==> src/rtl/register_file.sv <==
// Register file with one synchronous write port, two combinational read ports and a
// one-register-per-cycle clear sequencer. Optional write-to-read bypass: REGISTER_FILE_BYPASS_EN.

module register_file_mux #(
    parameter int P_NUM_REGS   = 16,
    parameter int P_DATA_WIDTH = 16
) (
    input  logic [P_NUM_REGS-1:0][P_DATA_WIDTH-1:0] i_data,
    input  logic [$clog2(P_NUM_REGS)-1:0]           i_sel,
    output logic [P_DATA_WIDTH-1:0]                 o_data
);
    assign o_data = i_data[i_sel];
endmodule

// state       | meaning
// ST_IDLE     | accepting writes, waiting for a clear request
// ST_CLEARING | zeroing register[clr_cnt] on every edge, writes dropped
module register_file #(
    parameter int P_NUM_REGS   = 16,
    parameter int P_DATA_WIDTH = 16
) (
    input  logic                          I_CLK,
    input  logic                          I_NRESET,
    input  logic                          I_WRITE_EN,
    input  logic [$clog2(P_NUM_REGS)-1:0] I_WRITE_ADDR,
    input  logic [P_DATA_WIDTH-1:0]       I_WRITE_DATA,
    input  logic [$clog2(P_NUM_REGS)-1:0] I_READ_ADDR_A,
    input  logic [$clog2(P_NUM_REGS)-1:0] I_READ_ADDR_B,
    output logic [P_DATA_WIDTH-1:0]       O_READ_DATA_A,
    output logic [P_DATA_WIDTH-1:0]       O_READ_DATA_B,
    input  logic                          I_CLEAR,
    output logic                          O_BUSY
);
    localparam int AW = $clog2(P_NUM_REGS);

    typedef enum logic {
        ST_IDLE,
        ST_CLEARING
    } state_t;

    state_t                                  state_q, state_d;
    logic [AW-1:0]                           clr_cnt_q, clr_cnt_d;
    logic [P_NUM_REGS-1:0][P_DATA_WIDTH-1:0] regs_q, regs_d;
    logic                                    busy_q, busy_d;
    logic                                    write_accept;
    logic [P_DATA_WIDTH-1:0]                 mux_a, mux_b;

    // A write only lands when idle and not overridden by a same-cycle clear request.
    assign write_accept = (state_q == ST_IDLE) && I_WRITE_EN && !I_CLEAR;

    always_comb begin
        state_d   = state_q;
        clr_cnt_d = clr_cnt_q;
        regs_d    = regs_q;
        case (state_q)
            ST_IDLE: begin
                if (I_CLEAR) begin
                    state_d   = ST_CLEARING;
                    clr_cnt_d = '0;
                end else if (I_WRITE_EN) begin
                    regs_d[I_WRITE_ADDR] = I_WRITE_DATA;
                end
            end
            ST_CLEARING: begin
                regs_d[clr_cnt_q] = '0;
                clr_cnt_d         = clr_cnt_q + AW'(1);
                if (clr_cnt_q == AW'(P_NUM_REGS - 1)) begin
                    state_d = ST_IDLE;
                end
            end
            default: state_d = ST_IDLE;
        endcase
        busy_d = (state_d == ST_CLEARING);
    end

    always_ff @(posedge I_CLK or negedge I_NRESET) begin
        if (!I_NRESET) begin
            state_q   <= ST_IDLE;
            clr_cnt_q <= '0;
            regs_q    <= '0;
            busy_q    <= 1'b0;
        end else begin
            state_q   <= state_d;
            clr_cnt_q <= clr_cnt_d;
            regs_q    <= regs_d;
            busy_q    <= busy_d;
        end
    end

    assign O_BUSY = busy_q;

    register_file_mux #(
        .P_NUM_REGS   (P_NUM_REGS),
        .P_DATA_WIDTH (P_DATA_WIDTH)
    ) u_mux_a (
        .i_data (regs_q),
        .i_sel  (I_READ_ADDR_A),
        .o_data (mux_a)
    );

    register_file_mux #(
        .P_NUM_REGS   (P_NUM_REGS),
        .P_DATA_WIDTH (P_DATA_WIDTH)
    ) u_mux_b (
        .i_data (regs_q),
        .i_sel  (I_READ_ADDR_B),
        .o_data (mux_b)
    );

`ifdef REGISTER_FILE_BYPASS_EN
    assign O_READ_DATA_A = (write_accept && (I_WRITE_ADDR == I_READ_ADDR_A)) ? I_WRITE_DATA : mux_a;
    assign O_READ_DATA_B = (write_accept && (I_WRITE_ADDR == I_READ_ADDR_B)) ? I_WRITE_DATA : mux_b;
`else
    // write_accept only matters for the bypass; without it reads see flop contents.
    logic unused_write_accept;
    assign unused_write_accept = write_accept;
    assign O_READ_DATA_A = mux_a;
    assign O_READ_DATA_B = mux_b;
`endif

endmodule

==> config.mk <==
export PLATFORM = sky130hd
export DESIGN_NAME = register_file
export DESIGN_NICKNAME = d
export VERILOG_FILES = /design/src/rtl/register_file.sv
export SDC_FILE = /design/constraint.sdc
export NUM_CORES = 1
export LEC_CHECK = 0
export ABC_AREA = 1
export BUFFER_PORTS_ARGS = -buffer_cell sky130_fd_sc_hd__buf_2
export CORE_ASPECT_RATIO = 1.4
export CORE_MARGIN = 1
export CORE_UTILIZATION = 57
export CTS_CLUSTER_DIAMETER = 150
export DETAILED_ROUTE_END_ITERATION = 10
export PLACE_DENSITY = 0.74
export RECOVER_POWER = 100
export SLEW_MARGIN = 10
export SYNTH_ARGS = -nofsm -noshare
export SYNTH_HDL_FRONTEND = slang
export SYNTH_SLANG_ARGS = --single-unit
==> constraint.sdc <==
create_clock -name I_CLK -period 1.95 [get_ports I_CLK]
set_input_delay 0.39 -clock I_CLK [delete_from_list [all_inputs] [get_ports I_CLK]]
set_output_delay 0.39 -clock I_CLK [all_outputs]
set_load 0.05 [all_outputs]
Word-level counts from Yosys, hierarchy flattened

Cells that the tools add are included.

$add $sub $neg: 1
Multipliers: 0
Divide/modulo/power cells: 0
$lt $le $gt $ge: 6
Equal/unequal tests: 4
Shift-type cells: 0
Mux-type cells: 17
Bitwise operators: 3
Reduce and logical (&&, ||, !) cells: 3

Operator list:

| operator                                                                     | count |
|---|---|
| 256-bit two-way mux                                                          | 2 |
| 256-bit one-hot mux with 2 select lines                                      | 1 |
| 256-bit bitwise AND                                                          | 1 |
| 256-bit bitwise mux                                                          | 1 |
| 256-bit NOT                                                                  | 1 |
| 16-bit binary-select mux with 4-bit select                                   | 2 |
| 16-bit demux with 4-bit select                                               | 2 |
| 16-bit two-way mux                                                           | 4 |
| 4-bit by 5-bit less-than comparator with 1-bit output, second input constant | 4 |
| 4-bit by 1-bit >= comparator with 1-bit output, second input constant        | 2 |
| 4-bit one-hot mux with 2 select lines                                        | 1 |
| 2-bit inequality test, second input constant                                 | 3 |
| 4-bit by 1-bit adder with 4-bit output, second input constant                | 1 |
| 4-bit equality test, second input constant                                   | 1 |
| 4-bit two-way mux                                                            | 1 |
| 1-bit logical AND                                                            | 2 |
| 1-bit two-way mux                                                            | 2 |
| 1-bit one-hot mux with 2 select lines                                        | 1 |
| 2-bit AND reduction                                                          | 1 |
| 1-bit NOT                                                                    | 1 |

Bits in registers: 261
Latch bits: 0
RAM bits: 0
Bits in read-only memories: 0
Input bits: 32
Output and inout port bits: 33
Memories kept: 0

Logic depth before layout (Yosys ltp)

Word-level depth: 8
Depth in mapped cells: 8
Gate-level depth less buffers: 7

Cells and area by module

From an unflattened synthesis, not the netlist that was laid out.

Cells, all modules: 2787
Area, all modules: 17790.8 um^2

By module, submodules not included:

| module            | instances | cells each | area an instance (um^2) | sequential area each (um^2) |
|---|---|---|---|---|
| register_file     | 1         | 1237       | 11257.0                 | 6531.3 |
| register_file_mux | 2         | 775        | 3266.9                  | 0.0 |

Least setup slack after synthesis

No wires, ideal clock.

Kind: in2out
Start point: in I_READ_ADDR_B[1]
End point: out O_READ_DATA_B[0]
Arrival: 1.434 ns
Required time: 1.560 ns
Setup slack: 0.126 ns
Stages: 6
Buffers on the path: 2
Path through: buf_2 > buf_1 > nand3_1 > nand3_1 > nand3_1 > nand2_1

Cells in the longest elaborated chain, start to end: 2

Ends and longest elaborated chain:

| what                                       | line | RTL |
|---|---|---|
| start, declared                            | 28   | `input logic [$clog2(P_NUM_REGS)-1:0] I_READ_ADDR_B,` |
| 16-bit binary-select mux with 4-bit select | 12   | `assign o_data = i_data[i_sel];` |
| 16-bit two-way mux (implied by the code)   | 12   |  |
| end, declared                              | 30   | `output logic [P_DATA_WIDTH-1:0] O_READ_DATA_B,` |

Every way passes these cells. The select of a mux whose other input is x is not followed.

Worst setup path after layout

Start point: reg regs_q[161] (netlist bit)
End point: out O_READ_DATA_B[1]

Cells in the longest elaborated chain, start to end: 2

Ends and longest elaborated chain:

| what                                       | line | RTL |
|---|---|---|
| start, declared                            | 43   | `logic [P_NUM_REGS-1:0][P_DATA_WIDTH-1:0] regs_q, regs_d;` |
| start signal, assigned                     | 85   | `regs_q <= regs_d;` |
| 16-bit binary-select mux with 4-bit select | 12   |  |
| 16-bit two-way mux (implied by the code)   | 12   |  |

Every way passes these cells. The select of a mux whose other input is x is not followed.

==> impl_metrics.csv <==
group,metric,value,unit
worst_setup_path,crit_required,1.56,ns
timing,hold_viol,0,
die,die-area,29800,sq um
yosys,ys_seq_elements,261,
worst_setup_path,worstPathArrival,1.72,ns
power,clkPwrFrac,25.3,%
final_layout,antenna_cells,0,
power,peakVddDrop,0.000791,V
yosys,synth_top_family_by_area,"simple AND/OR/NAND/NOR gates",
run_status,status,"finished, violations left",
yosys,synthTopCellsByArea,"dfrtp_1, nand2_1, nand3_1, inv_1, o21ai_0",
global_routing,top_usage_layer,"met2",
yosys,synth_edf_count,0,
worst_setup_path,crit_path_max_incr_delay,0.39,ns
global_routing,use_met3,9.64,%
die,die_y,204,um
die,pin_count,65,
run_status,violations,"negative setup slack",
worst_setup_path,endpoint_kind,"primary output",
timing,min_period,2.11,ns
yosys,yosysMostFrequentCell,"nand2_1",
global_routing,track_usage,45.7,%
clock_tree,cts.path.max_buffers,3,
die,core.rowCount,73,
worst_setup_path,start_kind,"register",
job,max_cap_violations,0,
die,start_util,58.3,%
global_routing,grt_max_degree,63,
power,pwr-share-seq,33.7,%
clock_tree,root_buffer,"clkbuf_16",
timing,worst_pin_slew,1.06,ns
yosys,synthAdderAreaFrac,0.377,%
timing,drv_slew,0,
timing,timing.slew.headroom,29.6,%
power,p_int,12400,uW
worst_setup_path,critPathKind,"reg2out",
global_routing,grt_antenna_before_repair,0,
power,p_sw,9120,uW
yosys,synthTopCellsByCount,"nand2_1, nand3_1, inv_1",
clock_tree,insertion_delay,0.57,ns
placed_design,port_buffers,64,
yosys,yosys.area_share.simple,39.4,%
timing,fin_ws,-0.157,ns
timing,setup_viol,32,
routing,first_iter_violations,2712,
global_routing,use_met1,58.8,%
yosys,synth_ff_type,"dfrtp_1",
power,p_sw_share,42.4,%
routing,final_antenna_net_count,0,
yosys,yosys_warnings,0,
yosys,yosysUniqueCellTypes,28,
timing,fin_worst_skew,0.0116,ns
routing,drc,0,
routing,wl,68.7,mm
clock_tree,numCtsBuffers,28,
worst_setup_path,crit_slowest_cell,"dfrtp_1",
routing,viasPerCell,6.36,
power,combPwrFrac,41.0,%
power,p_leak,0.0105,uW
final_layout,drive_gt1_share,27.1,%
yosys,avgSynthCellArea,6.61,sq um
yosys,ys_seq_area_share,39.3,%
yosys,async_flop_share,100,%
final_layout,syn2layout_area_growth,23.6,%
placed_design,place_hpwl,44.5,mm
global_routing,grt_pass1_wl,104,mm
timing,post-route-period-util,108,%
final_layout,final_net_count,2584,
global_routing,grt_overflow,0,
die,die_x,146,um
global_routing,grt_pass1_vias,17500,
placed_design,dp_slack,-0.192,ns
power,power_density,1050,nW/um^2
global_routing,use_met2,68.1,%
die,coreArea,28500,sq um
worst_setup_path,critPathMaxFanout,3,
clock_tree,numClockSinks,261,
routing,vias,18700,
final_layout,final_util,72.0,%
yosys,synth_compound_area_share,8.57,%
min_path,hold_class,"in2reg",
yosys,syn_inst,2513,
yosys,muxShareOfSynthArea,0,%
timing,fmax,475,MHz
yosys,synthesis.area,16600,sq um
yosys,syn-num-nets,2550,
worst_setup_path,crit_path_frequent_cell,"nand3_2",
yosys,yosysTopAreaCellShare,39.3,%
routing,detail_route.wl_per_cell,23.4,um
routing,firstDrtPassIters,6,
clock_tree,h-tree-depth,1,
clock_tree,cts.clk_slew.worst_paths,0.06,ns
placed_design,place.gp.congestion,1.05,
yosys,synth_area_leader_cell,"dfrtp_1",
clock_tree,tritoncts,"yes",
worst_setup_path,crit_chain,"inv_2 -> nand2_2 -> nand3_2 -> nand3_2 -> nand3_4 -> nand2_4 -> buf_8",
timing,rsz0062_at_grt,"yes",
yosys,synthXorXnorAreaFrac,0.0527,%
## power groups by stage
stage	registers (uW)	logic (uW)	clock network (uW)
6_report	7250	8820	5440
2_1_floorplan	7030	5170	0
3_5_place_dp	7150	7610	0
4_1_cts	7180	8180	5440
3_3_place_gp	7100	7460	0
5_1_grt	7360	9490	5640
## critical path, delay by kind of cell, from the launching register on
family | cells | cell delay (ns)
buffers and inverters | 2 | 0.30
flip-flops | 1 | 0.39
AND/OR/NAND/NOR | 5 | 0.45
## metal layers
layer	up-vias	wire, um
li1	8172	-
met5	-	0
met4	0	5880
met1	8698	24700
met2	1484	29400
met3	359	8720
## layout by cell type, fill, tap and decap left out, types with 5 or more instances in the layout
cell type and count:
o22ai_1 81, dfrtp_1 260, buf_12 33, clkbuf_16 29
o21ai_1 21, buf_4 79, nand2_1 775, clkbuf_8 11
inv_4 6, buf_8 25, buf_2 28, nand3_1 408
ha_1 5, inv_2 161, nand2_4 15, clkbuf_2 11
o21ai_0 159, nor2_1 17, clkbuf_1 8, buf_6 11
nand2_2 62, nand3_2 180, inv_1 134, nand3_4 28
## worst paths after layout
kind	startpoint	to	slack [ns]	depth (start not counted)
setup / recovery	regs_q[161]	O_READ_DATA_B[1]	-0.16	7
hold / removal	I_WRITE_DATA[2]	regs_q[2]	0.19	3
setup reg to reg	O_BUSY	regs_q[169]	0.04	6
hold reg to reg	regs_q[112]	regs_q[112]	0.54	2
max in group asynchronous	I_NRESET	regs_q[185]	0.24	3
min in group asynchronous	I_NRESET	regs_q[134]	0.54	2
## final cells by class
type / count / area, sq um
fill: 2406 / 7970
clock inverter: 3 / 15.0
clock buffer: 48 / 907
timing repair buffer: 190 / 1990
tap: 375 / 469
sequential: 261 / 6530
inverter: 301 / 1140
multi-input combinational: 1765 / 9470
## what timing repair did
| action | 4_1_cts | 5_1_grt |
|---|---|---|
| cloned | 0 | 0 |
| buffers inserted | 3 | 13 |
| endpoints found under the hold margin | 32 | 0 |
| hold buffers | 1 | 0 |
| pin swaps | 68 | 92 |
| resized for setup | 325 | 230 |
| endpoints found under the setup margin | 32 | 32 |
## logic make-up after synthesis
| kind of cell | count (synthesis) |
|---|---|
| AO/OA/AOI/OAI | 263 |
| AND/OR/NAND/NOR | 1496 |
| XOR/XNOR | 1 |
| flip-flops | 261 |
| adder cells (fa/ha/maj) | 5 |
| buffers and inverters | 487 |
## stage by stage
| stage | cells | hold WS (ns) | area, sq um | setup TNS, ns | power (uW) |
|---|---|---|---|---|---|
| after detailed placement | 2876 | 0.302 | 17900 | -3.36 | 14800 |
| after global routing | 2943 | 0.212 | 20500 | -4.79 | 22500 |
| final | 2943 | 0.194 | 20500 | -3.24 | 21500 |
| after floorplan | 2513 | 0.0944 | 16600 | 0 | 12200 |
| after global placement | 2876 | 0.304 | 17900 | -3.27 | 14600 |
| after CTS | 2930 | 0.169 | 19800 | -2.60 | 20800 |
## flip-flops by register name, summed over array words and instances (netlist names)
signal	cells
O_BUSY	1
clr_cnt_q	4
regs_q	256
No activity file was read; power rests on OpenSTA's default activity.
